`src/rtl/rhd_cmd_if.sv`:
```
// rhd_cmd_if: host register-write and SPI command handshake bundle
//   host_wr_valid/ready, host_wr_addr[5:0], host_wr_data[7:0] : register-write push into the scheduler
//   cmd_valid/ready, cmd_data[15:0], cmd_slot[7:0], cmd_frame_start : command stream to the SPI engine
//   master = scheduler side, slave = host / SPI engine side
interface rhd_cmd_if;
  logic host_wr_valid;
  logic host_wr_ready;
  logic [5:0] host_wr_addr;
  logic [7:0] host_wr_data;
  logic cmd_valid;
  logic cmd_ready;
  logic [15:0] cmd_data;
  logic [7:0] cmd_slot;
  logic cmd_frame_start;
  modport master(
    input host_wr_valid, host_wr_addr, host_wr_data, cmd_ready,
    output host_wr_ready, cmd_valid, cmd_data, cmd_slot, cmd_frame_start
  );
  modport slave(
    output host_wr_valid, host_wr_addr, host_wr_data, cmd_ready,
    input host_wr_ready, cmd_valid, cmd_data, cmd_slot, cmd_frame_start
  );
endinterface

```
`src/rtl/rhd_cmd_scheduler.sv`:
```
// rhd_cmd_scheduler: RHD command sequencer for calibration, register writes and frame streaming
//   clk, rst (sync, active-high); start_record / stop_record / start_calib : one-cycle request pulses
//   bus : rhd_cmd_if.master (register-write FIFO push, command handshake to the SPI engine)
//   busy : not IDLE; frame_count : frames started since reset
module rhd_cmd_scheduler #(
  parameter int NUM_CH = 64,
  parameter int AUX_SLOTS = 3,
  parameter int WFIFO_DEPTH = 4
) (
  input  logic clk,
  input  logic rst,
  input  logic start_record,
  input  logic stop_record,
  input  logic start_calib,
  rhd_cmd_if.master bus,
  output logic busy,
  output logic [15:0] frame_count
);
  localparam int AW = WFIFO_DEPTH > 1 ? $clog2(WFIFO_DEPTH) : 1;
  localparam int CW = AW + 1;
  localparam logic [7:0] LAST = 8'(NUM_CH + AUX_SLOTS - 1);
  localparam logic [15:0] DUMMY = 16'hE800;
  localparam logic [15:0] CALIBRATE = 16'h5500;
  typedef enum logic [2:0] {IDLE, WRITE, CALIB, RECORD, STOPPING} state_t;
  state_t state;
  logic [13:0] mem [WFIFO_DEPTH];
  logic [AW-1:0] rptr, wptr, rptr_inc, wptr_inc;
  logic [CW-1:0] count;
  logic [7:0] slot, ns;
  logic [3:0] calib_cnt;
  logic [13:0] head_nx;
  logic [15:0] slot_cmd;
  logic aux_wr, xfer, push, pop, avail;
  assign xfer = bus.cmd_valid & bus.cmd_ready;
  assign push = bus.host_wr_valid & bus.host_wr_ready;
  assign pop = xfer & (state == WRITE | aux_wr);
  assign bus.host_wr_ready = count != CW'(WFIFO_DEPTH);
  assign rptr_inc = rptr == AW'(WFIFO_DEPTH - 1) ? '0 : rptr + AW'(1);
  assign wptr_inc = wptr == AW'(WFIFO_DEPTH - 1) ? '0 : wptr + AW'(1);
  // Next aux slot sees the FIFO as it stands after this cycle's pop; a same-cycle push is not yet visible.
  assign head_nx = mem[pop ? rptr_inc : rptr];
  assign avail = count != CW'(pop);
  assign ns = slot == LAST ? '0 : slot + 8'd1;
  assign slot_cmd = ns < 8'(NUM_CH) ? {2'b00, ns[5:0], 8'h00} : avail ? {2'b10, head_nx} : DUMMY;
  assign busy = state != IDLE;
  always_ff @(posedge clk) begin
    if (rst) begin
      rptr <= '0;
      wptr <= '0;
      count <= '0;
    end else begin
      if (push) begin
        mem[wptr] <= {bus.host_wr_addr, bus.host_wr_data};
        wptr <= wptr_inc;
      end
      if (pop) rptr <= rptr_inc;
      count <= count + CW'(push) - CW'(pop);
    end
  end
  always_ff @(posedge clk) begin
    if (rst) begin
      state <= IDLE;
      slot <= '0;
      calib_cnt <= '0;
      aux_wr <= 1'b0;
      frame_count <= '0;
      bus.cmd_valid <= 1'b0;
      bus.cmd_data <= '0;
      bus.cmd_slot <= '0;
      bus.cmd_frame_start <= 1'b0;
    end else begin
      case (state)
        IDLE: begin
          if (start_calib) begin
            state <= CALIB;
            calib_cnt <= '0;
            bus.cmd_valid <= 1'b1;
            bus.cmd_data <= CALIBRATE;
          end else if (start_record) begin
            state <= RECORD;
            slot <= '0;
            aux_wr <= 1'b0;
            bus.cmd_valid <= 1'b1;
            bus.cmd_data <= 16'h0000;
            bus.cmd_slot <= '0;
            bus.cmd_frame_start <= 1'b1;
          end else if (count != '0) begin
            state <= WRITE;
            bus.cmd_valid <= 1'b1;
            bus.cmd_data <= {2'b10, mem[rptr]};
          end
        end
        WRITE: begin
          if (xfer) begin
            state <= IDLE;
            bus.cmd_valid <= 1'b0;
            bus.cmd_data <= '0;
          end
        end
        CALIB: begin
          if (xfer && calib_cnt == 4'd9) begin
            state <= IDLE;
            bus.cmd_valid <= 1'b0;
            bus.cmd_data <= '0;
          end else if (xfer) begin
            calib_cnt <= calib_cnt + 4'd1;
            bus.cmd_data <= DUMMY;
          end
        end
        default: begin
          if (state == RECORD && stop_record) state <= STOPPING;
          if (xfer && slot == '0) frame_count <= frame_count + 16'd1;
          // A stop landing on the last-slot transfer ends the stream here instead of opening a new frame.
          if (xfer && slot == LAST && (state == STOPPING || stop_record)) begin
            state <= IDLE;
            slot <= '0;
            aux_wr <= 1'b0;
            bus.cmd_valid <= 1'b0;
            bus.cmd_data <= '0;
            bus.cmd_slot <= '0;
            bus.cmd_frame_start <= 1'b0;
          end else if (xfer) begin
            slot <= ns;
            aux_wr <= ns >= 8'(NUM_CH) && avail;
            bus.cmd_data <= slot_cmd;
            bus.cmd_slot <= ns;
            bus.cmd_frame_start <= ns == '0;
          end
        end
      endcase
    end
  end
endmodule

```
`src/flat_wrapper.sv`:
```
// flat-port wrapper written by rule: the top's interface ports become plain ports
module rhd_cmd_scheduler_flat 
#(
  parameter int NUM_CH = 64,
  parameter int AUX_SLOTS = 3,
  parameter int WFIFO_DEPTH = 4
)
  (clk, rst, start_record, stop_record, start_calib, busy, frame_count, bus_host_wr_valid, bus_host_wr_addr, bus_host_wr_data, bus_cmd_ready, bus_host_wr_ready, bus_cmd_valid, bus_cmd_data, bus_cmd_slot, bus_cmd_frame_start);
  rhd_cmd_if bus_i ();
  input  logic clk;
  input  logic rst;
  input  logic start_record;
  input  logic stop_record;
  input  logic start_calib;
  output logic busy;
  output logic [15:0] frame_count;
  input wire logic [$bits(bus_i.host_wr_valid)-1:0] bus_host_wr_valid;
  input wire logic [$bits(bus_i.host_wr_addr)-1:0] bus_host_wr_addr;
  input wire logic [$bits(bus_i.host_wr_data)-1:0] bus_host_wr_data;
  input wire logic [$bits(bus_i.cmd_ready)-1:0] bus_cmd_ready;
  output wire logic [$bits(bus_i.host_wr_ready)-1:0] bus_host_wr_ready;
  output wire logic [$bits(bus_i.cmd_valid)-1:0] bus_cmd_valid;
  output wire logic [$bits(bus_i.cmd_data)-1:0] bus_cmd_data;
  output wire logic [$bits(bus_i.cmd_slot)-1:0] bus_cmd_slot;
  output wire logic [$bits(bus_i.cmd_frame_start)-1:0] bus_cmd_frame_start;
  assign bus_i.host_wr_valid = bus_host_wr_valid;
  assign bus_i.host_wr_addr = bus_host_wr_addr;
  assign bus_i.host_wr_data = bus_host_wr_data;
  assign bus_i.cmd_ready = bus_cmd_ready;
  assign bus_host_wr_ready = bus_i.host_wr_ready;
  assign bus_cmd_valid = bus_i.cmd_valid;
  assign bus_cmd_data = bus_i.cmd_data;
  assign bus_cmd_slot = bus_i.cmd_slot;
  assign bus_cmd_frame_start = bus_i.cmd_frame_start;
  rhd_cmd_scheduler #(.NUM_CH(NUM_CH), .AUX_SLOTS(AUX_SLOTS), .WFIFO_DEPTH(WFIFO_DEPTH)) u_core (.clk(clk), .rst(rst), .start_record(start_record), .stop_record(stop_record), .start_calib(start_calib), .bus(bus_i), .busy(busy), .frame_count(frame_count));
endmodule
```
`config.mk`:
```
export PLATFORM = sky130hd
export DESIGN_NAME = rhd_cmd_scheduler_flat
export DESIGN_NICKNAME = d
export VERILOG_FILES = /design/src/rtl/rhd_cmd_if.sv /design/src/rtl/rhd_cmd_scheduler.sv /design/src/flat_wrapper.sv
export SDC_FILE = /design/constraint.sdc
export NUM_CORES = 1
export LEC_CHECK = 0
export CAP_MARGIN = 20
export CORE_MARGIN = 2
export CORE_UTILIZATION = 55
export CTS_CLUSTER_SIZE = 40
export DETAILED_ROUTE_END_ITERATION = 7
export GPL_TIMING_DRIVEN = 0
export PLACE_DENSITY = 0.78
export SLEW_MARGIN = 20
export SYNTH_ARGS = -nofsm -noshare
export SYNTH_HDL_FRONTEND = slang
export SYNTH_SLANG_ARGS = --single-unit
```
`constraint.sdc`:
```
create_clock -name clk -period 3.25 [get_ports clk]
set_clock_uncertainty 0.15 [all_clocks]
set_input_delay 0.325 -clock clk [delete_from_list [all_inputs] [get_ports clk]]
set_output_delay 0.325 -clock clk [all_outputs]
set_load 0.02 [all_outputs]
```
==> flow_metrics.tcl <==
set metrics [dict create \
    status "finished, final reports clean" \
    p_seq_share_pct 35.9 \
    ant_nets 0 \
    core.rowCount 37 \
    yosysMostFrequentCell "dfxtp_1" \
    netlist_instances 525 \
    dr.pass1.iters 5 \
    max_stage_delay_ps 360 \
    cpMostUsedCell "inv_1" \
    drive_gt1_share_pct 11.97 \
    synth_seq_cells 113 \
    critical_path.startpoint "u_core.state[0]" \
    slew_viol_final 0 \
    layout.cells.non_filler 754 \
    ys_top_cells_by_area "edfxtp_1 30%, dfxtp_1 20%, mux4_2 5.5%" \
    drt_iter0_drc 262 \
    finalPower_mw 4.813 \
    antenna_found_initial 0 \
    cts.htree.levels 4 \
    drc_errors 0 \
    hold_path_class "in2reg" \
    synth_top_area_cell "edfxtp_1" \
    cts_max_path_buffers 2 \
    fmax_mhz 336.3 \
    cp-start-kind "flip-flop" \
    clkPwrFrac_pct 34.1 \
    hold_buffers 0 \
    min_period_ps 2974 \
    cts-root-buf "clkbuf_8" \
    ys_async_sr_fraction_pct 0 \
    required_ps 3500 \
    hold_violations 0 \
    power_density_nw_per_um2 685.1 \
    syn-cell-area_um2 5698 \
    critPathKind "reg2reg" \
    p_leak_nw 2.651 \
    cts_tree "built" \
    diodes 0 \
    avgSynthCellArea_um2 10.85 \
    r2r_cells 11 \
    critPathArrivalTime_ps 3220 \
    worstPathCellList "buf_4 -> nor3b_2 -> o21ai_1 -> buf_2 -> inv_1 -> ha_1 -> inv_1 -> nor3_2 -> a211o_1 -> nor3_4 -> a221o_1" \
    relSlewSlack_pct 42.56 \
    synth_flop_cell "dfxtp_1" \
    die_w_um 105.8 \
    avgViaCountPerCell 5.946 \
    ir_worst_vdd_uv 412.9 \
    cp-end-kind "flip-flop" \
    hold_path_startpoint "start_calib" \
    grt_max_degree 17 \
    dpl.hpwl_um 9575 \
    timing.final.crit_share_pct 91.50 \
    post_drt_wl_per_cell_um 18.45 \
    numCtsBuffers 17 \
    fin_util_pct 68.97 \
    synth_top_area_share_pct 29.51 \
    die_h_um 105.8 \
    cp_max_fo 10 \
    finalSetupViolCount 0 \
    vias 4483 \
    holdPathStages 2 \
    first_global_vias 4485 \
    p_comb_share_pct 30.0 \
    p_int_mw 3.262 \
    nets 641 \
    cts.clk_slew.worst_paths_ps 50 \
    gp_congestion 0.9256 \
    r2r_start "u_core.state[0]" \
    synth-edff-count 56 \
    ys_types 66 \
    yosys-top-cells-count "57 x dfxtp_1, 56 x edfxtp_1, 56 x nor2_1" \
    wl_um 13910 \
    rsz0062_at_grt "no" \
    numPlacedInstances 723 \
    syn_nets 560 \
    start_util_pct 55.95 \
    cp_slowest_cell "a221o_1" \
    pin_count 65 \
    port_buffers 62 \
    clk_latency_ps 520 \
    die_area_um2 11190 \
    p_sw_mw 1.550 \
    yosysWarnings 0 \
    maxCapViolCount 0 \
    grt_pass1_wl_um 22500 \
    worst_slew_pin_slew_ps 861.6 \
    area_delta_synth_final_pct 23.28 \
    power.share.switching_pct 32.21 \
    ys_seq_area_share_pct 49.54 \
    core-area_um2 10180 \
    grt_usage_pct 26.00 \
    cts.sinks 113 \
    grt-ovfl-total 0 \
]
-- power groups by stage --
stage          Combinational [mW]  Sequential, mW  Clock [mW]
2_1_floorplan               0.915            1.80           0
3_3_place_gp                 1.39            1.74           0
3_5_place_dp                 1.42            1.75           0
4_1_cts                      1.43            1.72        1.66
5_1_grt                      1.56            1.74        1.73
6_report                     1.44            1.73        1.64
-- cells by family after synthesis --
| logic type | after synthesis | share of synthesized area, % |
|---|---|---|
| simple gates | 168 | 14.95 |
| flops | 113 | 49.54 |
| buf+inv | 52 | 4.062 |
| compound gates | 108 | 13.24 |
| fa+ha+maj | 14 | 3.206 |
| mux | 49 | 11.77 |
| xor+xnor | 21 | 3.228 |
-- critical path, delay by kind of cell (launching register included) --
kind	cells	cell delay, ps
buffers and inverters	4	590
AND/OR/NAND/NOR	3	590
adder cells (fa/ha/maj)	1	280
AO/OA/AOI/OAI	3	940
flip-flops	1	300
-- routing by layer --
layer / vias to the layer above / track usage [%] / routed length, um / part of all wire (%)
met1: 2170 / 32.00 / 5772 / 42
met5: - / 0 / 0 / 0
li1: 2092 / - / - / -
met2: 185 / 45.21 / 7047 / 51
met4: 0 / 9.586 / 312 / 2.2
met3: 36 / 5.318 / 776 / 5.6
-- cell type report --
cell class                      instances  area [um2]
Fill cell                             789        3161
Sequential cell                       113        2823
Multi-Input combinational cell        360        2649
Timing Repair Buffer                   62       620.6
Clock buffer                           21       471.7
Tap cell                              136       170.2
Buffer                                 27       137.6
Inverter                               25       93.84
Clock inverter                         10       58.81
-- per-stage QoR --
step           instance area, um2  setup slack [ps]  setup TNS [ps]  hold WS, ps
2_1_floorplan                5698             593.3               0        273.9
3_3_place_gp                 6489            -270.1           -2419        310.5
3_5_place_dp                 6489            -300.3           -2628        324.2
4_1_cts                      7019             113.0               0        169.1
5_1_grt                      7024             140.1               0        209.9
6_report                     7024             276.3               0        197.1
-- final timing paths --
path,slack [ps],to
hold / removal,200,u_core.calib_cnt[3]
hold reg to reg,340,u_core.bus.cmd_frame_start
setup / recovery,280,u_core.bus.cmd_data[4]
setup reg to reg,280,u_core.bus.cmd_data[4]
-- placed cells by master (no fill, tap or decap), drive strengths merged, types with 11 or more instances in the layout --
cell type | Yosys | routed
o21ai | 23 | 23
edfxtp | 56 | 56
ha | 13 | 13
nor3 | 13 | 13
xor2 | 11 | 11
mux2i | 31 | 31
a21oi | 29 | 29
clkdlybuf4s50 | 0 | 62
mux4 | 14 | 14
clkbuf | 11 | 32
nand2 | 34 | 34
buf | 16 | 16
nor2 | 56 | 56
dfxtp | 57 | 57
inv | 25 | 26
-- state kept, by name, indices dropped and copies added (netlist names), 2 cells and up --
register,flops
u_core.mem,56
u_core.bus.cmd_data,16
u_core.frame_count,16
u_core.bus.cmd_slot,8
u_core.calib_cnt,4
u_core.count,3
u_core.state,3
u_core.rptr,2
u_core.wptr,2
-- repair_timing --
action | CTS | global route
buffers inserted | 0 | 0
resized for setup | 0 | 1
setup endpoints to repair | 0 | 9
Power figures use the tool's default switching activity.
